## src/rtl/output_framer.sv

```systemverilog
// output_framer: tags a beat stream with sof/eol/eof using a cols x rows raster and one output register stage
module output_framer #(
    parameter int DATA_W = 16,
    parameter int CNT_W  = 8,
    parameter int FCNT_W = 16
) (
    input  logic              clk,
    input  logic              rst_n,
    input  logic [CNT_W-1:0]  cfg_cols,
    input  logic [CNT_W-1:0]  cfg_rows,
    input  logic              abort,
    input  logic              s_valid,
    input  logic [DATA_W-1:0] s_data,
    output logic              s_ready,
    output logic              m_valid,
    output logic [DATA_W-1:0] m_data,
    output logic              m_sof,
    output logic              m_eol,
    output logic              m_eof,
    input  logic              m_ready,
    output logic              busy,
    output logic              frame_done,
    output logic [FCNT_W-1:0] frame_count
);
    typedef enum logic {IDLE, ACTIVE} state_t;
    localparam logic [CNT_W-1:0] ONE = CNT_W'(1);

    state_t              state_q, state_d;
    logic [CNT_W-1:0]    cols_q, cols_d, rows_q, rows_d, col_q, col_d, row_q, row_d;
    logic                m_valid_q, m_sof_q, m_eol_q, m_eof_q, frame_done_q;
    logic [DATA_W-1:0]   m_data_q;
    logic [FCNT_W-1:0]   frame_count_q;
    logic [CNT_W-1:0]    cur_cols, cur_rows;
    logic                in_xfer, out_xfer, sof, eol, eof, done;

    assign s_ready  = (!m_valid_q || m_ready) && !abort;
    assign in_xfer  = s_valid && s_ready;
    assign out_xfer = m_valid_q && m_ready;
    // In IDLE the incoming beat already uses the live config; a zero size behaves as one
    assign cur_cols = state_q == IDLE ? (cfg_cols == '0 ? ONE : cfg_cols) : cols_q;
    assign cur_rows = state_q == IDLE ? (cfg_rows == '0 ? ONE : cfg_rows) : rows_q;
    assign sof      = col_q == '0 && row_q == '0;
    assign eol      = col_q == cur_cols - ONE;
    assign eof      = eol && row_q == cur_rows - ONE;
    assign done     = out_xfer && m_eof_q && !abort;

    assign m_valid     = m_valid_q;
    assign m_data      = m_data_q;
    assign m_sof       = m_sof_q;
    assign m_eol       = m_eol_q;
    assign m_eof       = m_eof_q;
    assign busy        = state_q == ACTIVE;
    assign frame_done  = frame_done_q;
    assign frame_count = frame_count_q;

    // Raster counters and frame state advance per input beat; abort wins over everything
    always_comb begin
        state_d = state_q;
        cols_d  = cols_q;
        rows_d  = rows_q;
        col_d   = col_q;
        row_d   = row_q;
        if (abort) begin
            state_d = IDLE;
            col_d   = '0;
            row_d   = '0;
        end else if (in_xfer) begin
            cols_d  = cur_cols;
            rows_d  = cur_rows;
            col_d   = eol ? '0 : col_q + ONE;
            row_d   = eof ? '0 : (eol ? row_q + ONE : row_q);
            state_d = eof ? IDLE : ACTIVE;
        end
    end

    // State, output beat register and frame completion bookkeeping
    always_ff @(posedge clk or negedge rst_n) begin
        if (!rst_n) begin
            state_q       <= IDLE;
            cols_q        <= '0;
            rows_q        <= '0;
            col_q         <= '0;
            row_q         <= '0;
            m_valid_q     <= 1'b0;
            m_data_q      <= '0;
            m_sof_q       <= 1'b0;
            m_eol_q       <= 1'b0;
            m_eof_q       <= 1'b0;
            frame_done_q  <= 1'b0;
            frame_count_q <= '0;
        end else begin
            state_q      <= state_d;
            cols_q       <= cols_d;
            rows_q       <= rows_d;
            col_q        <= col_d;
            row_q        <= row_d;
            m_valid_q    <= abort ? 1'b0 : in_xfer ? 1'b1 : out_xfer ? 1'b0 : m_valid_q;
            frame_done_q <= done;
            if (in_xfer) begin
                m_data_q <= s_data;
                m_sof_q  <= sof;
                m_eol_q  <= eol;
                m_eof_q  <= eof;
            end
            if (done) frame_count_q <= frame_count_q + FCNT_W'(1);
        end
    end
endmodule

```

## config.mk

```make
export PLATFORM = sky130hd
export DESIGN_NAME = output_framer
export DESIGN_NICKNAME = d
export VERILOG_FILES = /design/src/rtl/output_framer.sv
export SDC_FILE = /design/constraint.sdc
export NUM_CORES = 1
export LEC_CHECK = 0
export BUFFER_PORTS_ARGS = -buffer_cell sky130_fd_sc_hd__buf_2
export CORE_MARGIN = 1.5
export CORE_UTILIZATION = 27
export CTS_CLUSTER_DIAMETER = 80
export CTS_CLUSTER_SIZE = 28
export DETAILED_ROUTE_END_ITERATION = 12
export GPL_ROUTABILITY_DRIVEN = 1
export GPL_TIMING_DRIVEN = 0
export SLEW_MARGIN = 20
export SYNTH_ARGS = -nofsm -noshare
export SYNTH_HDL_FRONTEND = slang
export SYNTH_SLANG_ARGS = --single-unit
```

## constraint.sdc

```tcl
create_clock -name clk -period 10.24 [get_ports clk]
set_clock_uncertainty 0.05 [all_clocks]
set_input_delay 1.024 -clock clk [delete_from_list [all_inputs] [get_ports clk]]
set_output_delay 1.024 -clock clk [all_outputs]
set_load 0.03 [all_outputs]
```

==> parameters.txt, run 1 <==
Parameter                              Value

Run status
  Result of the run    complete, no violations

Route
  DR WL/cell    14.0 µm
  Number of DRC violations after detailed-routing iteration 0    209
  DRC violation count after routing    0
  Number of nets with antenna violations after detailed routing    0
  Total iterations of the first detailed-routing run    4
  Final routed wirelength across all metal layers    9.25 mm
  Vias per cell    4.82
  Routed vias    3174

Final layout
  Antenna diodes    0
  Net total in the final layout    522
  Layout area overhead    24.4%
  Final design instance area without fill    0.00468 mm²
  Layout cell share with drive strength beyond 1    0.240

Logic synthesis
  Unique masters post-synth    53
  Number of warnings reported in the yosys synthesis log    0
  Syn avg cell area    9.63 µm²
  Fraction of the yosys area taken by sequential cells    0.465
  Post-synthesis cell type with the largest combined area    sky130_fd_sc_hd__dfrtp_1
  Commonest cells post-synth    74 x sky130_fd_sc_hd__nand2_1, 70 x sky130_fd_sc_hd__dfrtp_1, 22 x sky130_fd_sc_hd__nor2_1, 22 x sky130_fd_sc_hd__xnor2_1, 19 x sky130_fd_sc_hd__o21ai_0
  EDFF count, synth    0
  Ranking of synthesized cells by area    sky130_fd_sc_hd__dfrtp_1 47%, sky130_fd_sc_hd__nand2_1 7.4%, sky130_fd_sc_hd__xnor2_1 5.1%
  Proportion of netlist area held by the largest area contributor    0.465
  Top_reg_cell synth    sky130_fd_sc_hd__dfrtp_1
  Share of flip-flops with an asynchronous set or reset    1.00
  Number of nets in the synthesized netlist    435
  Post-Syn Instances    391
  Most common cell in the synthesized netlist    sky130_fd_sc_hd__nand2_1
  Synth Cell Area    0.00376 mm²
  Synthesis-stage register bit count    70

CTS
  Latest clock arrival within the worst-skew pair    0.34 ns
  Clock tree buffer depth    2
  Clock-pin transition on the worst setup and hold timing paths    0.06 ns
  Count of cells resized by post-cts repair    0
  Clock buffer count from CTS    9
  Hold bufs inserted after CTS    0
  Master cell of the clock root buffer    sky130_fd_sc_hd__clkbuf_16
  Setup fix buffers added after clock tree synthesis    0
  TritonCTS clock tree    built
  Sinks on Clock Net    70
  H-tree level count    3

Pwr
  Highest ir drop seen on vdd    0.0854 mV
  Internal    557 µW
  Power per unit of standard cell area    166 mW/mm²
  Sequential cell fraction of total power    0.413
  Final Total Pwr    780 µW
  Leakage power summed over all cells    2.21 nW
  Comb pwr share    0.188
  Total net switching power    222 µW
  Sw Share    0.285
  Clock Power Share    0.398

Global route
  Number of global-route vias before repair    3233
  Number of antenna violations at the first check in global routing    0
  Tot GR Track Use    0.136
  Maximum number of pins on one net before global-route repair    44
  Sum of overflow across all layers after global routing    0
  Wire length of the first global-routing pass    15.6 mm

Die
  X dimension of the die    121 µm
  Site Rows    42
  Core region area    0.0134 mm²
  Vertical die dimension    121 µm
  Die area    0.0147 mm²
  Initial standard-cell utilization of the core    0.281
  Top Ports    76

Critical path
  Startpoint type of the worst setup path    input pin
  Data arrival time of the critical path    4.42 ns
  Critical path capture point type    flip-flop
  Endpoint required time on the critical path    10.46 ns
  Worst Setup Path Type    in -> reg
  Crit path max fanout    10

Timing
  Pins over their slew limit    0
  F_max    238 MHz
  Setup repair after global routing missed its margin    false
  Final setup margin    6.03 ns
  Sum of negative setup slack    0 ns
  Transition time at the pin with the least slew margin    0.823 ns
  Headroom to the max-slew limit    0.449
  Share of the clock period used by the worst path after layout    0.411
  Hold Fails Final Rpt    0
  Clock period minus worst slack    4.21 ns
  Final setup violation count    0

Placement
  Final estimated routing congestion in global placement    0.832
  PortBufs    75
  Post-place instance area    0.00439 mm²
  Placed wire-length estimate    6.84 mm
  Worst setup slack before clock tree synthesis    5.68 ns

Worst hold path
  Worst hold-check path type    reg -> reg

Flow run
  Max-cap check violation count    0
[sequential cells by signal, indices dropped and copies added (netlist names), 8 cells and up]
register	cells
col_q	8
rows_q	8
cols_q	8
m_data	16
frame_count	16
row_q	8
[per-layer routing]
| layer | track usage | part of all wire |
|---|---|---|
| met5 | 0 | 0 |
| met4 | 0.0368 | 0.010 |
| met3 | 0.0465 | 0.068 |
| met2 | 0.209 | 0.44 |
| met1 | 0.182 | 0.48 |
[cell type report]
class / count / area (µm²)
clock buffer: 13 / 250
multi-input combinational: 298 / 1910
inverter: 8 / 30.0
timing repair buffer: 76 / 405
sequential: 70 / 1750
clock inverter: 3 / 43.8
buffer: 15 / 75.1
tap: 176 / 220
fill: 1379 / 8720
[worst paths after layout]
kind	from	to	slack (ns)	cells after the start
min in group asynchronous	rst_n	rows_q[6]$_DFFE_PN0P_	0.57	1
worst min-delay path	m_data[10]$_DFFE_PN0P_	m_data[10]$_DFFE_PN0P_	0.42	2
max in group asynchronous	rst_n	frame_count[11]$_DFFE_PN0P_	9.02	2
worst max-delay path	cfg_cols[2]	row_q[4]$_DFFE_PN0P_	6.03	14
worst max register to register	busy$_DFFE_PN0P_	row_q[3]$_DFFE_PN0P_	6.07	14
worst min register to register	m_data[10]$_DFFE_PN0P_	m_data[10]$_DFFE_PN0P_	0.42	2
[per-stage QoR]
step | util | std cells | hold WS [ns]
floorplan | - | 391 | 0.400
global placement | 0.325 | 642 | 0.407
detailed placement | 0.328 | 643 | 0.408
CTS | 0.349 | 659 | 0.422
global route | 0.349 | 659 | 0.455
finish | 0.349 | 659 | 0.416
[cell usage in the layout, fill, tap and decap left out, types with 2 or more instances in the layout]
cell	netlist	layout
sky130_fd_sc_hd__buf_6	2	2
sky130_fd_sc_hd__nor2_1	22	22
sky130_fd_sc_hd__dfrtp_1	70	70
sky130_fd_sc_hd__or3_1	11	11
sky130_fd_sc_hd__xor2_1	14	14
sky130_fd_sc_hd__nor4_1	6	6
sky130_fd_sc_hd__a31oi_1	2	2
sky130_fd_sc_hd__and3_1	6	6
sky130_fd_sc_hd__nand2_1	74	74
sky130_fd_sc_hd__mux2_2	12	12
sky130_fd_sc_hd__nor3b_1	2	2
sky130_fd_sc_hd__nor4bb_1	2	2
sky130_fd_sc_hd__inv_1	8	8
sky130_fd_sc_hd__a21oi_1	11	11
sky130_fd_sc_hd__ha_1	7	7
sky130_fd_sc_hd__a22o_1	2	2
sky130_fd_sc_hd__nand3_1	15	15
sky130_fd_sc_hd__o31ai_1	2	2
sky130_fd_sc_hd__clkbuf_16	0	9
sky130_fd_sc_hd__xnor2_1	22	22
sky130_fd_sc_hd__and2_1	3	3
sky130_fd_sc_hd__o21ai_0	19	19
sky130_fd_sc_hd__a21o_1	2	2
sky130_fd_sc_hd__mux2i_1	15	15
sky130_fd_sc_hd__nand2b_1	4	4
sky130_fd_sc_hd__buf_2	3	77
sky130_fd_sc_hd__nor3_1	8	8
sky130_fd_sc_hd__nand4_1	8	8
sky130_fd_sc_hd__nor4b_1	4	4
sky130_fd_sc_hd__clkbuf_1	10	13
sky130_fd_sc_hd__or2_2	2	2
[power groups by stage]
stage,registers (mW),logic [mW],clock network (mW)
after floorplan,0.343,0.0812,0
after global placement,0.325,0.143,0
after detailed placement,0.326,0.147,0
after CTS,0.322,0.148,0.321
after global routing,0.326,0.162,0.334
final,0.322,0.147,0.311
[worst max-delay path, stage by stage]
cell and delay (ns):
sky130_fd_sc_hd__buf_2 0.13, sky130_fd_sc_hd__or4_1 0.54, sky130_fd_sc_hd__or3b_1 0.40, sky130_fd_sc_hd__and2_2 0.22
sky130_fd_sc_hd__ha_1 0.23, sky130_fd_sc_hd__xor2_1 0.17, sky130_fd_sc_hd__xnor2_1 0.14, sky130_fd_sc_hd__nor2_1 0.10
sky130_fd_sc_hd__o2111ai_1 0.18, sky130_fd_sc_hd__nor4b_4 0.50, sky130_fd_sc_hd__a21oi_2 0.15, sky130_fd_sc_hd__buf_6 0.16
sky130_fd_sc_hd__or3_1 0.34, sky130_fd_sc_hd__a21oi_1 0.15
[cells by family (layout without fill, tap and decap cells)]
group                      Yosys count  after routing  share of synthesized area
AOI/OAI and AO/OA                   51             51                     0.0841
xor gates and xnor gates            37             37                     0.0881
adders and majority gates            7              7                     0.0233
buffers and inverters               23            115                     0.0279
DFF                                 70             70                      0.465
muxes                               27             27                     0.0758
and+or+nand+nor                    176            176                      0.235
No activity file was read; power rests on OpenSTA's default activity.
==> inputs of run 2 (changes only) <==
==> constraint.sdc (replaced) <==
create_clock -name clk -period 3.67 [get_ports clk]
set_clock_uncertainty 0.05 [all_clocks]
set_input_delay 0.367 -clock clk [delete_from_list [all_inputs] [get_ports clk]]
set_output_delay 0.367 -clock clk [all_outputs]
set_load 0.03 [all_outputs]
==> run 2 against run 1 <==
Sequential power rose to 2.8 times the previous value. Final area rose by 2.9%. Power grew to 2.8 times the previous value. Critical path type is now reg -> reg. Largest power group unchanged.
==> parameters.txt, run 2 (synthesis results as in run 1) <==
Parameter                              Value

Final layout
  Layout area overhead    28.1%
  Antenna diodes    0
  Final design instance area without fill    0.00482 mm²
  Total of fill cells in the finished design    1361
  Layout cell share with drive strength beyond 1    0.263
  Multi-input logic area    0.00199 mm²
  Commonest cells after routing, fill and taps aside    74 x sky130_fd_sc_hd__nand2_1, 74 x sky130_fd_sc_hd__buf_2, 70 x sky130_fd_sc_hd__dfrtp_1
  Final core area utilization    0.360
  FF/Latch Area    0.00175 mm²
  Net total in the final layout    526

Critical path
  Worst Setup Path Type    reg -> reg
  Slowest library cell on the worst path    sky130_fd_sc_hd__dfrtp_1
  Endpoint required time on the critical path    3.89 ns
  Data arrival time of the critical path    3.67 ns
  Cell type group with the largest total delay on the critical path    simple AND/OR/NAND/NOR gates
  Crit-path most repeated cell    sky130_fd_sc_hd__buf_4
  CP Launch Point    busy$_DFFE_PN0P_
  Sum of buffers and inverters on the critical path    3
  Startpoint of the most critical register-to-register path    busy$_DFFE_PN0P_
  Biggest cell delay along the critical path    0.41 ns
  Critical path capture point type    flip-flop
  Cells along the critical path    buf_4 -> nor3_4 -> or3b_1 -> and2_2 -> ha_2 -> xor2_1 -> xnor2_1 -> nor2_1 -> o2111ai_2 -> nor4b_4 -> buf_4 -> a21oi_2 -> buf_6 -> or3_1 -> a21oi_1
  Crit path max fanout    10
  Startpoint type of the worst setup path    flip-flop

Die
  Die area    0.0147 mm²
  Core region area    0.0134 mm²
  X dimension of the die    121 µm
  Site Rows    42
  Top Ports    76
  Initial standard-cell utilization of the core    0.281
  Vertical die dimension    121 µm

Placement
  Worst setup slack before clock tree synthesis    -0.418 ns
  Placed wire-length estimate    6.84 mm
  PortBufs    75
  Final estimated routing congestion in global placement    0.832
  Post-place instance area    0.00439 mm²

Timing
  Hold Fails Final Rpt    0
  Pins over their slew limit    0
  Share of the clock period used by the worst path after layout    0.940
  Clock period minus worst slack    3.45 ns
  Setup repair after global routing missed its margin    false
  Headroom to the max-slew limit    0.444
  Final setup margin    0.221 ns
  Transition time at the pin with the least slew margin    0.831 ns
  Final setup violation count    0
  F_max    290 MHz

CTS
  Clock buffer count from CTS    9
  TritonCTS clock tree    built
  H-tree level count    3
  Sinks on Clock Net    70
  Master cell of the clock root buffer    sky130_fd_sc_hd__clkbuf_16
  Clock-pin transition on the worst setup and hold timing paths    0.06 ns
  Clock tree buffer depth    2
  Latest clock arrival within the worst-skew pair    0.34 ns

Flow run
  Max-cap check violation count    0

Route
  Routed vias    3180
  DRC violation count after routing    0
  Vias per cell    4.80
  Total iterations of the first detailed-routing run    4
  Number of DRC violations after detailed-routing iteration 0    199
  Number of nets with antenna violations after detailed routing    0
  DR WL/cell    14.1 µm
  Final routed wirelength across all metal layers    9.37 mm

Run status
  Result of the run    complete, no violations

Global route
  Sum of overflow across all layers after global routing    0
  Maximum number of pins on one net before global-route repair    44
  Tot GR Track Use    0.137
  Number of antenna violations at the first check in global routing    0
  Number of global-route vias before repair    3266
  Wire length of the first global-routing pass    15.8 mm

Worst hold path
  Critical hold path startpoint    s_data[7]
  Worst hold-check path type    in -> reg

Pwr
  Power per unit of standard cell area    457 mW/mm²
  Highest ir drop seen on vdd    0.238 mV
  Leakage power summed over all cells    2.25 nW
run 2: cell types whose count changed in the layout (fill, tap and decap cells not counted), sizes merged:
cell	delta
buf	+3
dlygate4sd3	+1
run 2: final timing paths:
path                                               end  slack (ns)  depth (start not counted)
max                               row_q[4]$_DFFE_PN0P_        0.22                         15
min                              m_data[7]$_DFFE_PN0P_        0.17                          3
max reg2reg                       row_q[4]$_DFFE_PN0P_        0.22                         15
min reg2reg                     m_data[10]$_DFFE_PN0P_        0.42                          2
max in group asynchronous  frame_count[11]$_DFFE_PN0P_        2.56                          3
min in group asynchronous        rows_q[6]$_DFFE_PN0P_        0.46                          2
run 2: layer usage:
| metal | part of all wire | global-route usage | vias up | wire length [µm] |
|---|---|---|---|---|
| met2 | 0.44 | 0.212 | 93 | 4150 |
| li1 | - | - | 1550 | - |
| met1 | 0.48 | 0.182 | 1525 | 4500 |
| met5 | 0 | 0 | - | 0 |
| met3 | 0.065 | 0.0475 | 12 | 610 |
| met4 | 0.012 | 0.0375 | 0 | 112 |
run 2: worst min-delay path: cells and delay by family:
| kind | cells | cell delay [ns] |
|---|---|---|
| AND/OR/NAND/NOR | 2 | 0.08 |
| buffers and inverters | 1 | 0.07 |
run 2: area by class of cell:
type / count / area share
Multi-Input combinational cell: 298 / 0.413
Sequential cell: 70 / 0.363
Timing Repair Buffer: 80 / 0.0909
Clock buffer: 13 / 0.0519
Tap cell: 176 / 0.0457
Buffer: 15 / 0.0195
Clock inverter: 3 / 0.00909
Inverter: 8 / 0.00623
run 2: power by group:
part | leakage [nW] | total (mW) | switching [mW] | internal [mW]
combinational | 1.19 | 0.435 | 0.254 | 0.181
clock | 0.144 | 0.866 | 0.321 | 0.545
sequential | 0.917 | 0.902 | 0.0586 | 0.843
total | 2.25 | 2.20 | 0.633 | 1.57
run 2: repair_timing:
item | 4_1_cts | 5_1_grt
endpoints found under the hold margin | 27 | 0
hold buffers | 1 | 0
setup endpoints to repair | 10 | 11
setup buffers | 3 | 0
pin swaps | 2 | 3
resized for setup | 6 | 15
cloned | 0 | 0
run 2: through the flow:
stage	total power, mW	hold slack (ns)	instances	setup TNS [ns]
floorplan	1.18	0.0214	391	0
global placement	1.31	0.407	642	-3.50
detailed placement	1.32	0.280	643	-3.87
CTS	2.21	0.152	663	0
global route	2.32	0.159	663	0
finish	2.20	0.168	663	0
==> inputs of run 3 (changes only) <==
==> constraint.sdc (replaced) <==
create_clock -name clk -period 3.9 [get_ports clk]
set_clock_uncertainty 0.05 [all_clocks]
set_input_delay 0.39 -clock clk [delete_from_list [all_inputs] [get_ports clk]]
set_output_delay 0.39 -clock clk [all_outputs]
set_load 0.03 [all_outputs]
==> run 3 against run 2 <==
Die area did not move. Sequential share of layout area rose by 0.54 points. Register-to-register slack improved by 0.02 ns. Final area down 1.5%. Setup slack improved by 0.024 ns. Combinational power fell by 9.2%. Global-route usage decreased by 0.12 points. First-iteration DRC count increased by 4.5%. Power is 6.6% lower. Routed wire length is 0.74% lower. Flip-flop and latch count stayed put. Clock-buffer cell count stayed put. Critical endpoint unchanged.
==> parameters.txt, run 3 (synthesis results as in run 1) <==
Parameter                              Value

Run status
  Result of the run    complete, no violations

Route
  Number of DRC violations after detailed-routing iteration 0    208
  Uppermost signal routing layer after detailed routing    met4
  DRC violation count after routing    0
  M1 wire length    4.46 mm
  Number of nets with antenna violations after detailed routing    0
  Total iterations of the first detailed-routing run    4
  Met3 wire length    615 µm
  Met2 Wirelength    4.10 mm
  Vias per cell    4.82
  Routed vias    3191
  Final routed wirelength across all metal layers    9.30 mm
  DR WL/cell    14.1 µm

Critical path
  Startpoint type of the worst setup path    flip-flop
  Worst Setup Path Type    reg -> reg
  Data arrival time of the critical path    3.87 ns
  Endpoint required time on the critical path    4.12 ns
  CP Launch Point    busy$_DFFE_PN0P_
  Slowest library cell on the worst path    sky130_fd_sc_hd__dfrtp_1
  Critical path capture point type    flip-flop
  Biggest cell delay along the critical path    0.40 ns
  Startpoint of the most critical register-to-register path    busy$_DFFE_PN0P_
  Crit path max fanout    10
  Cells along the critical path    buf_2 -> buf_4 -> buf_6 -> clkbuf_4 -> mux2i_2 -> ha_1 -> xor2_1 -> xnor2_1 -> nor2_1 -> o2111ai_1 -> nor4b_4 -> buf_4 -> a21oi_2 -> buf_6 -> or3_1 -> a21oi_1

Placement
  Final estimated routing congestion in global placement    0.832
  PortBufs    75
  Placed wire-length estimate    6.84 mm
  Post-place instance area    0.00439 mm²

Global route
  Number of antenna violations at the first check in global routing    0
  Number of global-route vias before repair    3236
  Tot GR Track Use    0.136
  Sum of overflow across all layers after global routing    0
  Maximum number of pins on one net before global-route repair    44
  Wire length of the first global-routing pass    15.6 mm

Final layout
  Net total in the final layout    525
  Commonest cells after routing, fill and taps aside    75 x sky130_fd_sc_hd__buf_2, 74 x sky130_fd_sc_hd__nand2_1, 70 x sky130_fd_sc_hd__dfrtp_1
  Layout area overhead    26.2%
  Final core area utilization    0.354
  Layout cell share with drive strength beyond 1    0.253
  Antenna diodes    0
  Commonest non-fill, non-tap cell in the layout    sky130_fd_sc_hd__buf_2
  Final design instance area without fill    0.00475 mm²

Die
  Site Rows    42
  Top Ports    76
  Core region area    0.0134 mm²
  Die area    0.0147 mm²
  Vertical die dimension    121 µm
  X dimension of the die    121 µm
  Initial standard-cell utilization of the core    0.281

Pwr
  Leakage power summed over all cells    2.24 nW
  Power per unit of standard cell area    433 mW/mm²
  Highest ir drop seen on vdd    0.224 mV

Timing
  Headroom to the max-slew limit    0.449
  Transition time at the pin with the least slew margin    0.823 ns
  Final setup violation count    0
  Hold Fails Final Rpt    0
  F_max    274 MHz
  Clock period minus worst slack    3.65 ns
  Share of the clock period used by the worst path after layout    0.937
  Pins over their slew limit    0

CTS
  Clock tree buffer depth    2
  H-tree level count    3
  Latest clock arrival within the worst-skew pair    0.34 ns
  Master cell of the clock root buffer    sky130_fd_sc_hd__clkbuf_16
  Sinks on Clock Net    70
  Clock buffer count from CTS    9
  TritonCTS clock tree    built
  Clock-pin transition on the worst setup and hold timing paths    0.06 ns

Worst hold path
  Worst hold-check path type    in -> reg
  Critical hold path startpoint    s_data[7]

Flow run
  Max-cap check violation count    0
-- run 3: cell count changes in the layout (fill, tap and decap cells not counted), sizes merged --
cell / change
buf: -2
clkbuf: +1
-- run 3: per-stage QoR --
| step | TNS, ns | power, mW | hold WS [ns] | instances | setup WS, ns |
|---|---|---|---|---|---|
| final | 0 | 2.06 | 0.191 | 662 | 0.245 |
| after CTS | 0 | 2.08 | 0.175 | 660 | 0.0123 |
| after floorplan | 0 | 1.11 | 0.0444 | 391 | 0.371 |
| after detailed placement | -1.52 | 1.24 | 0.303 | 643 | -0.188 |
| after global placement | -1.20 | 1.23 | 0.407 | 642 | -0.159 |
| after global routing | -0.0192 | 2.17 | 0.182 | 662 | -0.0108 |
-- run 3: layout make-up --
type	count	area [µm²]
plain buffers	15	80.1
clock buffers	13	250
flip-flops and latches	70	1750
well taps	176	220
repair buffers	79	430
clock inverters	3	43.8
inverters	8	30.0
fillers	1373	8650
multi-input cells	298	1940
-- run 3: routing by layer --
layer / up-vias / GRT usage
met5: - / 0
met4: 0 / 0.0375
met3: 14 / 0.0475
met2: 101 / 0.209
met1: 1529 / 0.181
li1: 1547 / -
-- run 3: final timing paths --
kind / end / slack [ns] / cells past startpoint
setup / recovery: row_q[4]$_DFFE_PN0P_ / 0.25 / 16
hold / removal: m_data[7]$_DFFE_PN0P_ / 0.19 / 3
setup reg to reg: row_q[4]$_DFFE_PN0P_ / 0.25 / 16
hold reg to reg: m_data[10]$_DFFE_PN0P_ / 0.42 / 2
max in group asynchronous: frame_count[11]$_DFFE_PN0P_ / 2.77 / 3
min in group asynchronous: rows_q[6]$_DFFE_PN0P_ / 0.48 / 2
-- run 3: where the power goes --
group	switching (mW)	internal, mW	total, mW	leakage (nW)
combinational	0.232	0.162	0.395	1.18
clock	0.302	0.513	0.815	0.144
sequential	0.0548	0.794	0.848	0.917
-- run 3: repair_timing --
item,in CTS,in global routing
hold buffers,1,0
hold endpoints to repair,27,0
buffers inserted,0,2
endpoints found under the setup margin,10,15
pin swaps,0,1
gates resized for setup,3,6
-- run 3: worst max-delay path: cells and delay by family, from the launching register on --
kind                     cells  cell delay (ns)
XOR/XNOR                     2             0.26
AND/OR/NAND/NOR              3             0.75
adder cells (fa/ha/maj)      1             0.22
multiplexers                 1             0.27
AO/OA/AOI/OAI                3             0.42
flip-flops                   1             0.40
buffers and inverters        6             1.21
